`src/rtl/prog_loader_if.sv`:
```
`timescale 1ns / 1ps
// Byte-stream input and memory write ports of the program loader.
// The host/bench side uses "master", the loader uses "slave".
interface prog_loader_if #(
    parameter int ADDR_W = 9
);
    logic              rx_valid;
    logic [7:0]        rx_data;
    logic              rx_ready;
    logic              irom_wen;
    logic [ADDR_W-1:0] irom_waddr;
    logic [31:0]       irom_wdata;
    logic              dmem_wen;
    logic [ADDR_W-1:0] dmem_waddr;
    logic [31:0]       dmem_wdata;

    modport master (
        output rx_valid, rx_data,
        input  rx_ready,
        input  irom_wen, irom_waddr, irom_wdata,
        input  dmem_wen, dmem_waddr, dmem_wdata
    );

    modport slave (
        input  rx_valid, rx_data,
        output rx_ready,
        output irom_wen, irom_waddr, irom_wdata,
        output dmem_wen, dmem_waddr, dmem_wdata
    );
endinterface

```
`src/rtl/prog_loader.sv`:
```
`timescale 1ns / 1ps
// Framed byte-stream loader for instruction/data memories; holds the processor in reset until a frame checks out.
// Optional inter-byte timeout enabled by defining LOADER_TIMEOUT_EN.
module prog_loader #(
    parameter int         ADDR_W = 9,
    parameter logic [7:0] HDR    = 8'hA5
`ifdef LOADER_TIMEOUT_EN
    ,
    parameter int         TIMEOUT_CYCLES = 1024
`endif
) (
    input  logic         clk,
    input  logic         rst,
    prog_loader_if.slave bus,
    output logic         proc_rst,
    output logic         busy,
    output logic         err
);

    typedef enum logic [3:0] {
        IDLE    = 4'd0,
        TGT     = 4'd1,
        ADDR_HI = 4'd2,
        ADDR_LO = 4'd3,
        CNT_HI  = 4'd4,
        CNT_LO  = 4'd5,
        DATA    = 4'd6,
        CHK     = 4'd7,
        RUN     = 4'd8,
        ERR     = 4'd9
    } state_t;

    localparam logic [ADDR_W-1:0] ADDR_ONE = {{(ADDR_W-1){1'b0}}, 1'b1};

    state_t            state_q, state_d;
    logic              tgt_q, tgt_d;
    logic [7:0]        hi_q, hi_d;
    logic [ADDR_W-1:0] addr_q, addr_d;
    logic [15:0]       cnt_q, cnt_d;
    logic [1:0]        idx_q, idx_d;
    logic [23:0]       word_q, word_d;
    logic [7:0]        chk_q, chk_d;
    logic              proc_rst_q, proc_rst_d;
    logic              busy_q, busy_d;
    logic              err_q, err_d;
    logic              irom_wen_q, irom_wen_d;
    logic [ADDR_W-1:0] irom_waddr_q, irom_waddr_d;
    logic [31:0]       irom_wdata_q, irom_wdata_d;
    logic              dmem_wen_q, dmem_wen_d;
    logic [ADDR_W-1:0] dmem_waddr_q, dmem_waddr_d;
    logic [31:0]       dmem_wdata_q, dmem_wdata_d;
    logic [15:0]       pair_s;

`ifdef LOADER_TIMEOUT_EN
    localparam int             TMO_W    = $clog2(TIMEOUT_CYCLES);
    localparam logic [TMO_W-1:0] TMO_LAST = TMO_W'(TIMEOUT_CYCLES - 1);
    localparam logic [TMO_W-1:0] TMO_ONE  = {{(TMO_W-1){1'b0}}, 1'b1};
    logic [TMO_W-1:0] tmo_q, tmo_d;
    logic             in_frame_s;
    assign in_frame_s = (state_q != IDLE) && (state_q != RUN) && (state_q != ERR);
`endif

    // The loader never back-pressures; every offered byte is consumed.
    assign bus.rx_ready   = 1'b1;
    assign bus.irom_wen   = irom_wen_q;
    assign bus.irom_waddr = irom_waddr_q;
    assign bus.irom_wdata = irom_wdata_q;
    assign bus.dmem_wen   = dmem_wen_q;
    assign bus.dmem_waddr = dmem_waddr_q;
    assign bus.dmem_wdata = dmem_wdata_q;
    assign proc_rst       = proc_rst_q;
    assign busy           = busy_q;
    assign err            = err_q;
    assign pair_s         = {hi_q, bus.rx_data};

    // Frame parser: next state, word assembly and output strobes.
    always_comb begin
        state_d      = state_q;
        tgt_d        = tgt_q;
        hi_d         = hi_q;
        addr_d       = addr_q;
        cnt_d        = cnt_q;
        idx_d        = idx_q;
        word_d       = word_q;
        chk_d        = chk_q;
        proc_rst_d   = proc_rst_q;
        busy_d       = busy_q;
        err_d        = err_q;
        irom_wen_d   = 1'b0;
        irom_waddr_d = irom_waddr_q;
        irom_wdata_d = irom_wdata_q;
        dmem_wen_d   = 1'b0;
        dmem_waddr_d = dmem_waddr_q;
        dmem_wdata_d = dmem_wdata_q;
`ifdef LOADER_TIMEOUT_EN
        tmo_d        = {TMO_W{1'b0}};
`endif
        if (bus.rx_valid) begin
            case (state_q)
                IDLE, RUN, ERR: begin
                    if (bus.rx_data == HDR) begin
                        state_d    = TGT;
                        err_d      = 1'b0;
                        proc_rst_d = 1'b0;
                        busy_d     = 1'b1;
                        chk_d      = 8'h00;
                    end else begin
                        state_d = state_q;
                    end
                end
                TGT: begin
                    chk_d = chk_q ^ bus.rx_data;
                    if ((bus.rx_data == 8'h00) || (bus.rx_data == 8'h01)) begin
                        tgt_d   = bus.rx_data[0];
                        state_d = ADDR_HI;
                    end else begin
                        state_d = ERR;
                        err_d   = 1'b1;
                        busy_d  = 1'b0;
                    end
                end
                ADDR_HI: begin
                    chk_d   = chk_q ^ bus.rx_data;
                    hi_d    = bus.rx_data;
                    state_d = ADDR_LO;
                end
                ADDR_LO: begin
                    chk_d   = chk_q ^ bus.rx_data;
                    addr_d  = pair_s[ADDR_W-1:0];
                    state_d = CNT_HI;
                end
                CNT_HI: begin
                    chk_d   = chk_q ^ bus.rx_data;
                    hi_d    = bus.rx_data;
                    state_d = CNT_LO;
                end
                CNT_LO: begin
                    chk_d = chk_q ^ bus.rx_data;
                    if ((pair_s == 16'd0) || (pair_s > 16'd512)) begin
                        state_d = ERR;
                        err_d   = 1'b1;
                        busy_d  = 1'b0;
                    end else begin
                        cnt_d   = pair_s;
                        idx_d   = 2'd0;
                        state_d = DATA;
                    end
                end
                DATA: begin
                    chk_d = chk_q ^ bus.rx_data;
                    if (idx_q == 2'd3) begin
                        if (tgt_q) begin
                            dmem_wen_d   = 1'b1;
                            dmem_waddr_d = addr_q;
                            dmem_wdata_d = {word_q, bus.rx_data};
                        end else begin
                            irom_wen_d   = 1'b1;
                            irom_waddr_d = addr_q;
                            irom_wdata_d = {word_q, bus.rx_data};
                        end
                        idx_d   = 2'd0;
                        addr_d  = addr_q + ADDR_ONE;
                        cnt_d   = cnt_q - 16'd1;
                        state_d = (cnt_q == 16'd1) ? CHK : DATA;
                    end else begin
                        idx_d  = idx_q + 2'd1;
                        word_d = {word_q[15:0], bus.rx_data};
                    end
                end
                CHK: begin
                    busy_d = 1'b0;
                    if (bus.rx_data == chk_q) begin
                        state_d    = RUN;
                        proc_rst_d = 1'b1;
                    end else begin
                        state_d = ERR;
                        err_d   = 1'b1;
                    end
                end
                default: begin
                    state_d    = IDLE;
                    busy_d     = 1'b0;
                    proc_rst_d = 1'b0;
                end
            endcase
        end else begin
            state_d = state_q;
        end
`ifdef LOADER_TIMEOUT_EN
        // A stalled frame is abandoned; any partially assembled word is discarded.
        if (in_frame_s && !bus.rx_valid) begin
            if (tmo_q == TMO_LAST) begin
                state_d    = ERR;
                err_d      = 1'b1;
                busy_d     = 1'b0;
                proc_rst_d = 1'b0;
            end else begin
                tmo_d = tmo_q + TMO_ONE;
            end
        end else begin
            tmo_d = {TMO_W{1'b0}};
        end
`endif
    end

    // State and output registers.
    always_ff @(posedge clk or negedge rst) begin
        if (!rst) begin
            state_q      <= IDLE;
            tgt_q        <= 1'b0;
            hi_q         <= 8'h00;
            addr_q       <= {ADDR_W{1'b0}};
            cnt_q        <= 16'h0000;
            idx_q        <= 2'd0;
            word_q       <= 24'h000000;
            chk_q        <= 8'h00;
            proc_rst_q   <= 1'b0;
            busy_q       <= 1'b0;
            err_q        <= 1'b0;
            irom_wen_q   <= 1'b0;
            irom_waddr_q <= {ADDR_W{1'b0}};
            irom_wdata_q <= 32'h0000_0000;
            dmem_wen_q   <= 1'b0;
            dmem_waddr_q <= {ADDR_W{1'b0}};
            dmem_wdata_q <= 32'h0000_0000;
        end else begin
            state_q      <= state_d;
            tgt_q        <= tgt_d;
            hi_q         <= hi_d;
            addr_q       <= addr_d;
            cnt_q        <= cnt_d;
            idx_q        <= idx_d;
            word_q       <= word_d;
            chk_q        <= chk_d;
            proc_rst_q   <= proc_rst_d;
            busy_q       <= busy_d;
            err_q        <= err_d;
            irom_wen_q   <= irom_wen_d;
            irom_waddr_q <= irom_waddr_d;
            irom_wdata_q <= irom_wdata_d;
            dmem_wen_q   <= dmem_wen_d;
            dmem_waddr_q <= dmem_waddr_d;
            dmem_wdata_q <= dmem_wdata_d;
        end
    end

`ifdef LOADER_TIMEOUT_EN
    // Inter-byte idle counter.
    always_ff @(posedge clk or negedge rst) begin
        if (!rst) begin
            tmo_q <= {TMO_W{1'b0}};
        end else begin
            tmo_q <= tmo_d;
        end
    end
`endif

endmodule

```
`src/flat_wrapper.sv`:
```
// flat-port wrapper written by rule: the top's interface ports become plain ports
module prog_loader_flat 
#(
    parameter int         ADDR_W = 9,
    parameter logic [7:0] HDR    = 8'hA5

)
  (clk, rst, proc_rst, busy, err, bus_rx_valid, bus_rx_data, bus_rx_ready, bus_irom_wen, bus_irom_waddr, bus_irom_wdata, bus_dmem_wen, bus_dmem_waddr, bus_dmem_wdata);
  prog_loader_if #(.ADDR_W(ADDR_W)) bus_i ();
  input  logic clk;
  input  logic rst;
  output logic proc_rst;
  output logic busy;
  output logic err;
  input wire logic [$bits(bus_i.rx_valid)-1:0] bus_rx_valid;
  input wire logic [$bits(bus_i.rx_data)-1:0] bus_rx_data;
  output wire logic [$bits(bus_i.rx_ready)-1:0] bus_rx_ready;
  output wire logic [$bits(bus_i.irom_wen)-1:0] bus_irom_wen;
  output wire logic [$bits(bus_i.irom_waddr)-1:0] bus_irom_waddr;
  output wire logic [$bits(bus_i.irom_wdata)-1:0] bus_irom_wdata;
  output wire logic [$bits(bus_i.dmem_wen)-1:0] bus_dmem_wen;
  output wire logic [$bits(bus_i.dmem_waddr)-1:0] bus_dmem_waddr;
  output wire logic [$bits(bus_i.dmem_wdata)-1:0] bus_dmem_wdata;
  assign bus_i.rx_valid = bus_rx_valid;
  assign bus_i.rx_data = bus_rx_data;
  assign bus_rx_ready = bus_i.rx_ready;
  assign bus_irom_wen = bus_i.irom_wen;
  assign bus_irom_waddr = bus_i.irom_waddr;
  assign bus_irom_wdata = bus_i.irom_wdata;
  assign bus_dmem_wen = bus_i.dmem_wen;
  assign bus_dmem_waddr = bus_i.dmem_waddr;
  assign bus_dmem_wdata = bus_i.dmem_wdata;
  prog_loader #(.ADDR_W(ADDR_W), .HDR(HDR)) u_core (.clk(clk), .rst(rst), .bus(bus_i), .proc_rst(proc_rst), .busy(busy), .err(err));
endmodule
```
`config.mk`:
```
export PLATFORM = sky130hd
export DESIGN_NAME = prog_loader_flat
export DESIGN_NICKNAME = d
export VERILOG_FILES = /design/src/rtl/prog_loader_if.sv /design/src/rtl/prog_loader.sv /design/src/flat_wrapper.sv
export SDC_FILE = /design/constraint.sdc
export NUM_CORES = 1
export LEC_CHECK = 0
export CORE_AREA = 8 8 111 133
export CTS_BUF_LIST = sky130_fd_sc_hd__clkbuf_2
export DETAILED_ROUTE_END_ITERATION = 16
export DIE_AREA = 0 0 119 141
export MAX_ROUTING_LAYER = met4
export PLACE_DENSITY = 0.82
export REMOVE_ABC_BUFFERS = 1
export SLEW_MARGIN = 25
export SYNTH_ARGS = -nofsm -noshare
export SYNTH_HDL_FRONTEND = slang
export SYNTH_SLANG_ARGS = --single-unit
```
`constraint.sdc`:
```
create_clock -name clk -period 3.05 [get_ports clk]
set_input_delay 0.61 -clock clk [delete_from_list [all_inputs] [get_ports clk]]
set_output_delay 0.61 -clock clk [all_outputs]
set_load 0.005 [all_outputs]
```
==> summary.txt <==
Synth area leaders - dfrtp_1 56%, mux2_2 18%, o21ai_0 3.0%
Ys async rst share - 1.00
Cell family with most CP delay - flip-flops
Max Root-Sink Buffers - 2
Clock sink total - 159
CP arrival - 3.11 ns
Worst VDD drop - 0.342 mV
WL per Instance - 18.7 um
Layout area overhead - 21.5%
Comb power frac - 0.225
Final GP Congestion - 0.931
Yosys top cell area share - 0.563
Leading register cell type out of synthesis - dfrtp_1
HPWL after DPL - 11.9 mm
Num CTS Buffers - 17
FF/Latch Area - 3980 um^2
Worst skew pair latency - 0.70 ns
Post-synthesis cell type count - 54
Post-Layout Cell Count - 888
Reg clk slew, reported paths - 0.24 ns
Initial core utilization - 0.563
Post-Syn Area - 7070 um^2
Post-Route Utilization - 0.684
Largest net degree at the start of global routing - 73
Setup CP Type - register to register
Antenna Violating Nets Remaining - 0
Worst-path cell chain - inv_1 > o21ai_0 > and4_1 > nand3_2 > buf_4 > mux2_2
Worst Reg2Reg Path Length in Cells - 6
P_leak - 0.00406 uW
Multi-input combinational cell area - 2900 um^2
Drt drc - 0
Slew margin rel. - 0.563
FF+latch count, synth - 159
Gr usage total - 0.209
CTS resizes - 0
Layout Nets - 725
PD cells - 577 nW/um^2
Layout cells sized above 1 - 0.250
Clock root buffer master - clkbuf_2
Critical path origin - u_core.state_q[0]$_DFFE_PN0P_
Pint - 3260 uW
H-tree depth - 4
Worst-path maximum fanout - 41
DRC violation total after the first TritonRoute iteration - 462
Vias in the first global route - 5,458
IO Pins - 99
Placed insts - 854
CP endpoint kind - register
Commonest cells in the netlist - 159 x dfrtp_1, 113 x mux2_2, 46 x nor2_1, 42 x o21ai_0, 33 x clkbuf_1
Status - complete, no violations
Post-synthesis sequential area ratio - 0.563
Post-synth top area cell - dfrtp_1
Clock share of power - 0.238
Worst-Margin Slew - 0.655 ns
Buffers on Ports - 97
Critical Path Source Type - register
Sw Pwr - 1700 uW
Fin crit period - 2.53 ns
Vias per cell - 5.84
Post-route clock period utilization - 0.828
Final hold viol count - 0
Initial antenna violation count - 0
Routed WL - 16.6 mm
CP max stage cell - dfrtp_1
Die ar. - 16,800 um^2
DIE HEIGHT - 141 um
Yosys warning total - 0
Post-synth EDFFs - 0
Total power - 4960 uW
Total negative setup slack - 0 ns
Die Width - 119 um
First-pass GRT wire length - 27.8 mm
CP bufs+invs - 2
RSZ-0062 raised after global routing - false
Reg power frac - 0.537
Reg2reg setup slack - 0.52 ns
CTS tree - yes
Core ar. - 12,600 um^2
Worst r2r dst - u_core.bus.dmem_wdata[4]$_DFFE_PN0P_
Clk_skew - 0.0325 ns
Drt pass-1 iters - 5
Max_cap viols - 0
GR Overflow Total - 0
Fin. max-slew vios - 0
Net Sw Frac - 0.342
Worst r2r src - u_core.state_q[0]$_DFFE_PN0P_
Cells after Synth - 603
Avg Inst Size Synth - 11.7 um^2
FILL cells - 925
Vias - 5,183
Site Rows - 45
Final setup viols - 0
Fmax - 396 MHz
Worst EP required - 3.63 ns
Slowest Stage Delay on Critical Path - 0.62 ns
Most frequent cell after synthesis - dfrtp_1
Worst min path class - input port to async pin
## power groups by stage
stage          sequential [uW]  clock (uW)  combinational [uW]
3_5_place_dp              2690           0                1110
5_1_grt                   2700        1290                1240
2_1_floorplan             2600           0                 749
6_report                  2660        1180                1120
3_3_place_gp              2670           0                1060
4_1_cts                   2650        1220                1110
## how the worst max path moves through the flow
stage | end | slack, ns | depth (start not counted)
detailed placement | u_core.cnt_q[11]$_DFFE_PN0P_ | -0.07 | 9
global placement | u_core.err$_DFFE_PN0P_ | 0.006 | 7
CTS | u_core.bus.dmem_wdata[4]$_DFFE_PN0P_ | 0.59 | 6
floorplan | u_core.bus.dmem_waddr[0]$_DFFE_PN0P_ | -0.59 | 4
finish | u_core.bus.dmem_wdata[4]$_DFFE_PN0P_ | 0.52 | 6
global route | u_core.bus.irom_waddr[3]$_DFFE_PN0P_ | 0.36 | 6
## layout make-up
class                   instances  area share
flip-flops and latches        159       0.463
multi-input cells             396       0.338
repair buffers                127       0.141
well taps                     164      0.0239
clock inverters                15      0.0200
clock buffers                  17     0.00991
inverters                       9     0.00393
diodes                          1    0.000291
## kinds of logic (layout without fill, tap and decap cells)
kind of cell    after synthesis  in the layout  synth area share
compound gates              122            122             0.107
xor+xnor                      9              9            0.0112
fa+ha+maj                     4              4           0.00708
buf+inv                      48            168            0.0276
flops                       159            159             0.563
mux                         113            113             0.180
other cells                   1              2          0.000531
simple gates                147            147             0.104
## registers in the layout, indices dropped and copies added (netlist names), 8 cells and up
register	flops
u_core.bus.dmem_wdata	32
u_core.chk_q	8
u_core.bus.irom_wdata	32
u_core.word_q	24
u_core.cnt_q	16
u_core.hi_q	8
u_core.bus.irom_waddr	9
u_core.addr_q	9
u_core.bus.dmem_waddr	9
## layout by cell type, fill, tap and decap left out, types with 2 or more instances in the layout
master             n
a211o_1            2
a21oi_1           28
a2bb2oi_1          2
a31oi_1           11
a32oi_1            3
and3_1             2
and4_1             2
buf_4             28
bufinv_16          2
clkbuf_2          17
clkdlybuf4s50_1   96
clkinv_2           2
clkinvlp_4         2
dfrtp_1          159
ha_1               4
inv_1              9
inv_6              8
mux2_2           113
nand2_1           27
nand2b_1          13
nand3_1           10
nand3b_1           2
nand4_1            4
nor2_1            46
nor2b_1            2
nor3_1            15
nor4_1            11
o21a_1             3
o21ai_0           42
o21ai_1            3
o221ai_1           2
o22a_1             8
o22ai_1            4
o2bb2ai_1          3
or3_1              2
or4_1              2
xor2_1             9
## worst reg2reg max path, delay by kind of cell, from the launching register on
kind,cells,cell delay (ns)
simple gates,2,0.62
mux,1,0.37
flops,1,0.62
compound gates,1,0.27
buf+inv,2,0.54
## per-layer routing
layer,wire (um),vias to the layer above,global-route usage,share of wire
li1,-,2391,-,-
met1,6720,2583,0.238,0.41
met2,8600,180,0.353,0.52
met3,896,29,0.0459,0.054
met4,357,0,0.0807,0.022
met5,0,-,-,0
## metrics by stage
stage	hold slack [ns]	setup WS, ns	instance area [um^2]
3_3_place_gp	0.475	0.00602	8320
4_1_cts	0.419	0.587	8590
3_5_place_dp	0.479	-0.0712	8320
5_1_grt	0.442	0.361	8590
6_report	0.449	0.525	8590
2_1_floorplan	0.314	-0.586	6910
## repair_timing
action / in CTS / in global routing
setup buffers: 0 / 0
hold buffers: 1 / 0
endpoints found under the hold margin: 69 / 0
setup endpoints to repair: 0 / 0
Power figures use the tool's default switching activity.
